$ cat src/rtl/simplez_mem_arbiter_pkg.sv
// Shared widths, FSM encoding, port ids and command payload for the Simplez
// main-memory arbiter.
package simplez_mem_pkg;

  localparam int unsigned AW = 9;
  localparam int unsigned DW = 12;

  localparam logic PORT_CPU = 1'b0;
  localparam logic PORT_LDR = 1'b1;

  typedef enum logic [1:0] {
    IDLE   = 2'd0,
    ACCESS = 2'd1,
    DONE   = 2'd2
  } state_e;

  typedef struct packed {
    logic          we;
    logic [AW-1:0] addr;
    logic [DW-1:0] wdata;
  } mem_cmd_t;

endpackage

$ cat src/rtl/simplez_mem_arbiter_if.sv
// Requester, read-return and memory-side signals of the Simplez memory arbiter.
interface simplez_mem_arbiter_if;
  import simplez_mem_pkg::*;

  logic          p0_req;
  logic          p0_we;
  logic [AW-1:0] p0_addr;
  logic [DW-1:0] p0_wdata;
  logic          p0_ack;
  logic          p1_req;
  logic          p1_we;
  logic [AW-1:0] p1_addr;
  logic [DW-1:0] p1_wdata;
  logic          p1_ack;
  logic [DW-1:0] rdata;
  logic [AW-1:0] mem_addr;
  logic [DW-1:0] mem_din;
  logic          mem_we;
  logic          mem_re;
  logic [DW-1:0] mem_dout;
  logic          busy;

  // Arbiter side
  modport slave (
    input  p0_req, p0_we, p0_addr, p0_wdata,
    input  p1_req, p1_we, p1_addr, p1_wdata,
    input  mem_dout,
    output p0_ack, p1_ack, rdata,
    output mem_addr, mem_din, mem_we, mem_re, busy
  );

  // Requesters and memory side
  modport master (
    output p0_req, p0_we, p0_addr, p0_wdata,
    output p1_req, p1_we, p1_addr, p1_wdata,
    output mem_dout,
    input  p0_ack, p1_ack, rdata,
    input  mem_addr, mem_din, mem_we, mem_re, busy
  );

endinterface

$ cat src/rtl/simplez_mem_arbiter_arb2.sv
// Two-way grant decode: a lone request always wins; ties go round-robin or to port 0.
module simplez_arb2
  import simplez_mem_pkg::*;
#(
  parameter int unsigned PRIO_MODE = 0
) (
  input  logic [1:0] req,
  input  logic       last_grant,
  output logic       grant_c
);

  always_comb begin
    grant_c = PORT_CPU;
    if (req[1] && !req[0]) begin
      grant_c = PORT_LDR;
    end else if (req[1] && req[0]) begin
      grant_c = (PRIO_MODE != 0) ? PORT_CPU : ~last_grant;
    end
  end

endmodule

$ cat src/rtl/simplez_mem_arbiter.sv
// Shares the Simplez 512x12 memory between CPU and loader: IDLE -> ACCESS -> DONE
// sequencer with registered memory controls and per-port one-cycle ack.
module simplez_mem_arbiter
  import simplez_mem_pkg::*;
#(
  parameter int unsigned PRIO_MODE = 0
) (
  input  logic                  clk,
  input  logic                  rst,
  simplez_mem_arbiter_if.slave  bus
);

  state_e        state_q, state_d;
  logic          owner_q, owner_d;
  logic          last_grant_q, last_grant_d;
  logic          p0_ack_q, p0_ack_d;
  logic          p1_ack_q, p1_ack_d;
  logic          mem_we_q, mem_we_d;
  logic          mem_re_q, mem_re_d;
  logic          busy_q, busy_d;
  logic [AW-1:0] mem_addr_q, mem_addr_d;
  logic [DW-1:0] mem_din_q, mem_din_d;
  logic [DW-1:0] rdata_q, rdata_d;

  logic          grant_c;
  mem_cmd_t      cmd_c;

  simplez_arb2 #(.PRIO_MODE(PRIO_MODE)) u_arb2 (
    .req        ({bus.p1_req, bus.p0_req}),
    .last_grant (last_grant_q),
    .grant_c    (grant_c)
  );

  // Command of the port that wins this IDLE cycle
  always_comb begin
    cmd_c.we    = bus.p0_we;
    cmd_c.addr  = bus.p0_addr;
    cmd_c.wdata = bus.p0_wdata;
    if (grant_c == PORT_LDR) begin
      cmd_c.we    = bus.p1_we;
      cmd_c.addr  = bus.p1_addr;
      cmd_c.wdata = bus.p1_wdata;
    end
  end

  // Next state; memory controls are loaded on entry to ACCESS so they are live only there
  always_comb begin
    state_d      = state_q;
    owner_d      = owner_q;
    last_grant_d = last_grant_q;
    p0_ack_d     = p0_ack_q;
    p1_ack_d     = p1_ack_q;
    mem_we_d     = mem_we_q;
    mem_re_d     = mem_re_q;
    busy_d       = busy_q;
    mem_addr_d   = mem_addr_q;
    mem_din_d    = mem_din_q;
    rdata_d      = rdata_q;
    case (state_q)
      IDLE: begin
        if (bus.p0_req || bus.p1_req) begin
          state_d    = ACCESS;
          owner_d    = grant_c;
          mem_addr_d = cmd_c.addr;
          mem_din_d  = cmd_c.wdata;
          mem_we_d   = cmd_c.we;
          mem_re_d   = ~cmd_c.we;
          busy_d     = 1'b1;
        end
      end
      ACCESS: begin
        state_d  = DONE;
        mem_we_d = 1'b0;
        mem_re_d = 1'b0;
        if (mem_re_q) begin
          rdata_d = bus.mem_dout;
        end
        p0_ack_d = (owner_q == PORT_CPU);
        p1_ack_d = (owner_q == PORT_LDR);
      end
      DONE: begin
        state_d      = IDLE;
        p0_ack_d     = 1'b0;
        p1_ack_d     = 1'b0;
        busy_d       = 1'b0;
        last_grant_d = owner_q;
      end
      default: begin
        state_d = IDLE;
      end
    endcase
  end

  always_ff @(posedge clk) begin
    if (rst) begin
      state_q      <= IDLE;
      owner_q      <= PORT_CPU;
      last_grant_q <= PORT_LDR;
      p0_ack_q     <= 1'b0;
      p1_ack_q     <= 1'b0;
      mem_we_q     <= 1'b0;
      mem_re_q     <= 1'b0;
      busy_q       <= 1'b0;
      mem_addr_q   <= '0;
      mem_din_q    <= '0;
      rdata_q      <= '0;
    end else begin
      state_q      <= state_d;
      owner_q      <= owner_d;
      last_grant_q <= last_grant_d;
      p0_ack_q     <= p0_ack_d;
      p1_ack_q     <= p1_ack_d;
      mem_we_q     <= mem_we_d;
      mem_re_q     <= mem_re_d;
      busy_q       <= busy_d;
      mem_addr_q   <= mem_addr_d;
      mem_din_q    <= mem_din_d;
      rdata_q      <= rdata_d;
    end
  end

  assign bus.p0_ack   = p0_ack_q;
  assign bus.p1_ack   = p1_ack_q;
  assign bus.rdata    = rdata_q;
  assign bus.mem_addr = mem_addr_q;
  assign bus.mem_din  = mem_din_q;
  assign bus.mem_we   = mem_we_q;
  assign bus.mem_re   = mem_re_q;
  assign bus.busy     = busy_q;

endmodule

$ cat src/flat_wrapper.sv
// flat-port wrapper written by rule: the top's interface ports become plain ports
module simplez_mem_arbiter_flat import simplez_mem_pkg::*;
#(
  parameter int unsigned PRIO_MODE = 0
)
  (clk, rst, bus_p0_req, bus_p0_we, bus_p0_addr, bus_p0_wdata, bus_p1_req, bus_p1_we, bus_p1_addr, bus_p1_wdata, bus_mem_dout, bus_p0_ack, bus_p1_ack, bus_rdata, bus_mem_addr, bus_mem_din, bus_mem_we, bus_mem_re, bus_busy);
  simplez_mem_arbiter_if bus_i ();
  input  logic clk;
  input  logic rst;
  input wire logic [$bits(bus_i.p0_req)-1:0] bus_p0_req;
  input wire logic [$bits(bus_i.p0_we)-1:0] bus_p0_we;
  input wire logic [$bits(bus_i.p0_addr)-1:0] bus_p0_addr;
  input wire logic [$bits(bus_i.p0_wdata)-1:0] bus_p0_wdata;
  input wire logic [$bits(bus_i.p1_req)-1:0] bus_p1_req;
  input wire logic [$bits(bus_i.p1_we)-1:0] bus_p1_we;
  input wire logic [$bits(bus_i.p1_addr)-1:0] bus_p1_addr;
  input wire logic [$bits(bus_i.p1_wdata)-1:0] bus_p1_wdata;
  input wire logic [$bits(bus_i.mem_dout)-1:0] bus_mem_dout;
  output wire logic [$bits(bus_i.p0_ack)-1:0] bus_p0_ack;
  output wire logic [$bits(bus_i.p1_ack)-1:0] bus_p1_ack;
  output wire logic [$bits(bus_i.rdata)-1:0] bus_rdata;
  output wire logic [$bits(bus_i.mem_addr)-1:0] bus_mem_addr;
  output wire logic [$bits(bus_i.mem_din)-1:0] bus_mem_din;
  output wire logic [$bits(bus_i.mem_we)-1:0] bus_mem_we;
  output wire logic [$bits(bus_i.mem_re)-1:0] bus_mem_re;
  output wire logic [$bits(bus_i.busy)-1:0] bus_busy;
  assign bus_i.p0_req = bus_p0_req;
  assign bus_i.p0_we = bus_p0_we;
  assign bus_i.p0_addr = bus_p0_addr;
  assign bus_i.p0_wdata = bus_p0_wdata;
  assign bus_i.p1_req = bus_p1_req;
  assign bus_i.p1_we = bus_p1_we;
  assign bus_i.p1_addr = bus_p1_addr;
  assign bus_i.p1_wdata = bus_p1_wdata;
  assign bus_i.mem_dout = bus_mem_dout;
  assign bus_p0_ack = bus_i.p0_ack;
  assign bus_p1_ack = bus_i.p1_ack;
  assign bus_rdata = bus_i.rdata;
  assign bus_mem_addr = bus_i.mem_addr;
  assign bus_mem_din = bus_i.mem_din;
  assign bus_mem_we = bus_i.mem_we;
  assign bus_mem_re = bus_i.mem_re;
  assign bus_busy = bus_i.busy;
  simplez_mem_arbiter #(.PRIO_MODE(PRIO_MODE)) u_core (.clk(clk), .rst(rst), .bus(bus_i));
endmodule
$ cat config.mk
export PLATFORM = sky130hd
export DESIGN_NAME = simplez_mem_arbiter_flat
export DESIGN_NICKNAME = d
export VERILOG_FILES = /design/src/rtl/simplez_mem_arbiter_pkg.sv /design/src/rtl/simplez_mem_arbiter_if.sv /design/src/rtl/simplez_mem_arbiter_arb2.sv /design/src/rtl/simplez_mem_arbiter.sv /design/src/flat_wrapper.sv
export SDC_FILE = /design/constraint.sdc
export NUM_CORES = 1
export LEC_CHECK = 0
export CORE_MARGIN = 2
export CORE_UTILIZATION = 45
export CTS_BUF_LIST = sky130_fd_sc_hd__clkbuf_4
export DETAILED_ROUTE_END_ITERATION = 10
export DONT_BUFFER_PORTS = 1
export HOLD_SLACK_MARGIN = 0.1
export SETUP_SLACK_MARGIN = 0.3
export SLEW_MARGIN = 30
export SYNTH_ARGS = -nofsm -noshare
export SYNTH_HDL_FRONTEND = slang
export SYNTH_SLANG_ARGS = --single-unit
$ cat constraint.sdc
create_clock -name clk -period 2.28 [get_ports clk]
set_input_delay 0.114 -clock clk [delete_from_list [all_inputs] [get_ports clk]]
set_output_delay 0.114 -clock clk [all_outputs]
set_load 0.03 [all_outputs]
==> impl_metrics.ini, run 1 <==
[outcome]
status = finished, final reports clean

[timing]
fmax_mhz = 523
final-max-slew-violation-count = 0
worstMarginPinSlew_ns = 0.724
fin_crit_sh_pct = 83.8
fin_worst_skew_ns = 0.0101
rsz0062_at_grt = false
setup_viol = 0
slew_headroom_pct = 51.6
tns_ns = 0
fin_ws_ns = 0.369
final_hold_viol_count = 0
fin_crit_ns = 1.91

[cts]
numCtsBuffers = 5
clockBufferDepth = 2
cts_tree = yes
cts.sink_count = 42
path_clk_slew_ns = 0.12
root_buffer = clkbuf_4
htreeDepth = 2
clk_latency_ns = 0.35

[setup_path]
slowest_stage = dlygate4sd3_1
ff2ff_path_depth = 5
worstReg2RegEnd = u_core.owner_q
cp_max_fo = 22
slowest_delay_ns = 0.61
critPathMostFrequentCell = dlygate4sd3_1
crit_path_end_kind = flip-flop
timing.critical_path.buf_inv = 3
crit_path_end = u_core.bus.mem_din[11]
startpoint = bus_p0_req
path_cells = dlygate4sd3_1 -> a21boi_4 -> buf_8 -> mux2i_1 -> dlygate4sd3_1 -> a211oi_1
timing.reg2reg.setup_slack_ns = 0.43
cp.arrival_ns = 2.17
path_delay_family = buffers and inverters
worstPathRequired_ns = 2.54
start_kind = input port
path_depth = 6
path_class = in -> reg
rr_startpoint = u_core.last_grant_q

[logic_synthesis]
syn_inst = 194
synth_top_area_share_pct = 47.2
syn-num-nets = 258
yosys_warnings = 0
synth_top_cell_by_area = dfxtp_1
yosysSeqAreaShare_pct = 47.2
ys_seq_elements = 42
synthTopCellsByArea = dfxtp_1, mux2i_1, a211oi_1, nand2_1, nor2_1
synth_cell_type_count = 23
syn-cell-area_um2 = 1780
avgSynthCellArea_um2 = 9.18

[drt]
via_per_inst = 5.34
drt_iter0_drc = 64
post_drt_wl_per_cell_um = 15.6
ant_nets = 0
post-route-drc-count = 0
first_pass_iters = 4
vias = 1601
wirelength_um = 4690

[place]
dpl.hpwl_um = 2740
pre_cts_ws_ns = 0.537
gp_congestion = 0.663
port_buffers = 0

[layout]
final_common_cell = dlygate4sd3_1
area_growth_pct = 38.8
antenna_cells = 0
final_cell_mix = dlygate4sd3_1, dfxtp_1, nand2_1, nor2_1, mux2i_1
drive_above_1_share_pct = 4.76
num-nets-final = 316
nFillCells = 315

[floorplan]
io_pins = 98
die_h_um = 66.9
die_area_um2 = 4480
die_w_um = 66.9
initial_core_util_pct = 47.6
rows = 22
fp.coreArea_um2 = 3740

[worst_hold_path]
hp-class = in -> reg

[global_route]
grt_max_degree = 46
track_usage_pct = 21.9
grt_overflow = 0
grt_pass1_vias = 1619
antenna_found_initial = 0
grt_pass1_wl_um = 7260

[flow_run]
cap_violations = 0

[power_and_ir_drop]
irDropWorstVdd_v = 0.000410
p_leak_nw = 0.949
power-per-cell-area_nw_per_um2 = 711
cells in the mapped netlist (all sizes together):
| library cell | number |
|---|---|
| clkbuf | 7 |
| o211a | 1 |
| o21ai | 3 |
| ha | 4 |
| nand3 | 1 |
| mux2i | 26 |
| o21a | 1 |
| a22oi | 1 |
| nor3b | 1 |
| o32ai | 1 |
| a31o | 1 |
| nand2b | 1 |
| buf | 6 |
| inv | 5 |
| and2 | 1 |
| nor2 | 28 |
| a211oi | 20 |
| a21boi | 1 |
| dfxtp | 42 |
| a21oi | 15 |
| nand2 | 28 |
worst min path at each step:
stage	startpoint	to	slack [ns]	cells after the start
floorplan	rst	u_core.last_grant_q	0.22	2
global placement	rst	u_core.bus.p1_ack	0.19	1
detailed placement	rst	u_core.bus.busy	0.19	1
CTS	bus_p0_req	u_core.bus.mem_addr[0]	0.36	3
global route	bus_p0_req	u_core.bus.busy	0.41	4
finish	bus_p0_req	u_core.bus.mem_addr[0]	0.38	3
cell families (layout without fill, tap and decap cells):
logic type / count (synthesis) / in the layout / share of synthesized area, %
multiplexers: 26 / 26 / 14.6
buffers and inverters: 18 / 76 / 5.27
adder cells (fa/ha/maj): 4 / 4 / 2.81
flip-flops: 42 / 42 / 47.2
AO/OA/AOI/OAI: 44 / 44 / 16.9
AND/OR/NAND/NOR: 60 / 60 / 13.2
where the power goes:
part	internal (mW)	switching (mW)
logic	0.199	0.183
clock network	0.140	0.222
registers	0.813	0.200
total	1.15	0.605
worst reg2reg max path, stage by stage, from the launching register on:
cell and delay (ns):
dfxtp_1 0.39, a21boi_4 0.08, dlygate4sd3_1 0.56, a22oi_1 0.13, dlygate4sd3_1 0.57, nor2_1 0.04
through the flow:
stage / hold slack [ns] / instance area (um2) / cells / utilization, % / power, mW
2_1_floorplan: 0.220 / 1780 / 194 / - / 1.24
3_3_place_gp: 0.187 / 1780 / 231 / 47.6 / 1.26
3_5_place_dp: 0.188 / 1780 / 231 / 47.6 / 1.28
4_1_cts: 0.360 / 2460 / 300 / 65.8 / 1.76
5_1_grt: 0.409 / 2470 / 300 / 66.0 / 1.86
6_report: 0.384 / 2470 / 300 / 66.0 / 1.76
per-layer routing:
metal	up-vias	global-route usage (%)	routed length, um
li1	789	-	-
met1	732	21.6	1690
met2	67	40.6	2510
met3	13	7.60	373
met4	0	9.69	116
met5	-	0	0
state kept, by name, indices dropped and copies added (netlist names):
signal               flops
u_core.bus.mem_addr      9
u_core.bus.p0_ack        1
u_core.bus.busy          1
u_core.bus.mem_re        1
u_core.last_grant_q      1
u_core.bus.mem_we        1
u_core.bus.mem_din      12
u_core.state_q           2
u_core.bus.p1_ack        1
u_core.owner_q           1
u_core.bus.rdata        12
cell type report:
type | instances | area [um2] | area share, %
inverter | 5 | 18.8 | 0.759
timing repair buffer | 64 | 653 | 26.4
tap | 48 | 60.1 | 2.43
multi-input combinational | 134 | 847 | 34.3
sequential | 42 | 841 | 34.0
clock buffer | 7 | 52.6 | 2.13
repair_timing:
action | in CTS | in global routing
resized for setup | 0 | 2
setup buffers | 0 | 0
hold buffers | 62 | 0
hold endpoints to repair | 42 | 0
setup endpoints to repair | 0 | 17
No activity file was read; power rests on OpenSTA's default activity.
==> run 2: changes to the inputs <==
Clock period 2.28 ns to 1.95 ns, I/O delays scaled along.
==> impl_metrics.ini, run 2 (synthesized netlist as in run 1, its figures left out) <==
[flow_run]
cap_violations = 0

[setup_path]
path_delay_family = compound AO/OA/AOI/OAI gates
timing.critical_path.buf_inv = 2
start_kind = flip-flop
slowest_delay_ns = 0.35
cp_max_fo = 23
slowest_stage = dfxtp_1
path_cells = inv_1 -> ha_1 -> o21a_2 -> buf_12 -> nor2_1 -> a211oi_1
worstPathRequired_ns = 2.21
crit_path_end_kind = flip-flop
cp.arrival_ns = 1.77
path_class = reg -> reg

[place]
place_area_um2 = 1800
pre_cts_ws_ns = 0.365
port_buffers = 0
gp_congestion = 0.718
dpl.hpwl_um = 2710

[timing]
final_hold_viol_count = 0
fin_worst_skew_ns = 0.0115
tns_ns = 0
final-max-slew-violation-count = 0
slew_headroom_pct = 73.1
fin_crit_sh_pct = 77.4
worstMarginPinSlew_ns = 0.404
setup_viol = 0
fmax_mhz = 662
hold_slack_ns = 0.208
fin_ws_ns = 0.440
rsz0062_at_grt = false
fin_crit_ns = 1.51

[global_route]
antenna_found_initial = 0
track_usage_pct = 21.6
grt_pass1_vias = 1512
grt_overflow = 0
grt_max_degree = 46
grt_pass1_wl_um = 7060

[drt]
post-route-drc-count = 0
first_pass_iters = 5
ant_nets = 0
post_drt_wl_per_cell_um = 15.8
wirelength_um = 4780
via_per_inst = 5.27
drt_iter0_drc = 89
vias = 1593

[floorplan]
rows = 22
io_pins = 98
initial_core_util_pct = 47.6
die_w_um = 66.9
die_h_um = 66.9
fp.coreArea_um2 = 3740
die_area_um2 = 4480

[outcome]
status = finished, final reports clean

[cts]
numCtsBuffers = 5
post_cts_buffers = 0
cts_tree = yes
path_clk_slew_ns = 0.12
root_buffer = clkbuf_4
cts.sink_count = 42
htreeDepth = 2
clk_latency_ns = 0.35
clockBufferDepth = 2

[power_and_ir_drop]
irDropWorstVdd_v = 0.000455
power_mw = 2.06
p_leak_nw = 0.969
power-per-cell-area_nw_per_um2 = 822

[layout]
nFillCells = 304
final_cell_mix = dlygate4sd3_1, dfxtp_1, nand2_1, nor2_1, mux2i_1
area_growth_pct = 40.7
drive_above_1_share_pct = 6.30
fin_area_um2 = 2510
final_common_cell = dlygate4sd3_1
antenna_cells = 0
num-nets-final = 317

[worst_hold_path]
hp-class = in -> reg
-- run 2: changes by cell type in the layout (fill, tap and decap cells not counted), sizes merged --
| cell | previous run | this run |
|---|---|---|
| dlygate4sd3 | 61 | 60 |
| clkinv | 0 | 2 |
| buf | 3 | 4 |
-- run 2: area by class of cell --
type                    count  area (um2)  share of cell area [%]
clock inverters             2        8.76                   0.349
inverters                   5        18.8                   0.749
multi-input cells         134         853                    34.0
well taps                  48        60.1                    2.40
flip-flops and latches     42         841                    33.5
clock buffers               6        45.0                    1.80
repair buffers             65         681                    27.1
-- run 2: per-stage QoR --
stage / utilization (%) / cells
2_1_floorplan: - / 194
3_3_place_gp: 48.1 / 232
3_5_place_dp: 48.1 / 232
4_1_cts: 66.1 / 301
5_1_grt: 67.0 / 302
6_report: 67.0 / 302
-- run 2: worst paths after layout --
kind | cells past startpoint | slack (ns) | to | from
max | 6 | 0.44 | u_core.bus.mem_addr[5] | u_core.state_q[0]
max reg2reg | 6 | 0.44 | u_core.bus.mem_addr[5] | u_core.state_q[0]
min | 3 | 0.21 | u_core.bus.mem_addr[0] | bus_p0_req
min reg2reg | 2 | 0.51 | u_core.bus.p1_ack | u_core.owner_q
-- run 2: worst register-to-register path, cell delays in order (launching register included) --
cell and delay (ns):
dfxtp_1 0.35, inv_1 0.11, ha_1 0.24, o21a_2 0.22, buf_12 0.17, nor2_1 0.07, a211oi_1 0.27
-- run 2: what timing repair did --
item | 4_1_cts | 5_1_grt
setup endpoints to repair | 0 | 5
gates resized for setup | 0 | 2
hold buffers | 61 | 0
endpoints found under the hold margin | 42 | 0
-- run 2: layer usage --
| metal | track usage, % | wire [um] | vias to the layer above |
|---|---|---|---|
| li1 | - | - | 786 |
| met1 | 22.4 | 1770 | 734 |
| met2 | 40.3 | 2600 | 66 |
| met3 | 6.93 | 341 | 7 |
| met4 | 7.65 | 70 | 0 |
| met5 | 0 | 0 | - |
-- run 2: power by group --
group          leakage, nW  switching, mW  internal (mW)
Clock               0.0331          0.268          0.150
Combinational        0.591          0.221          0.239
Sequential           0.346          0.233          0.951
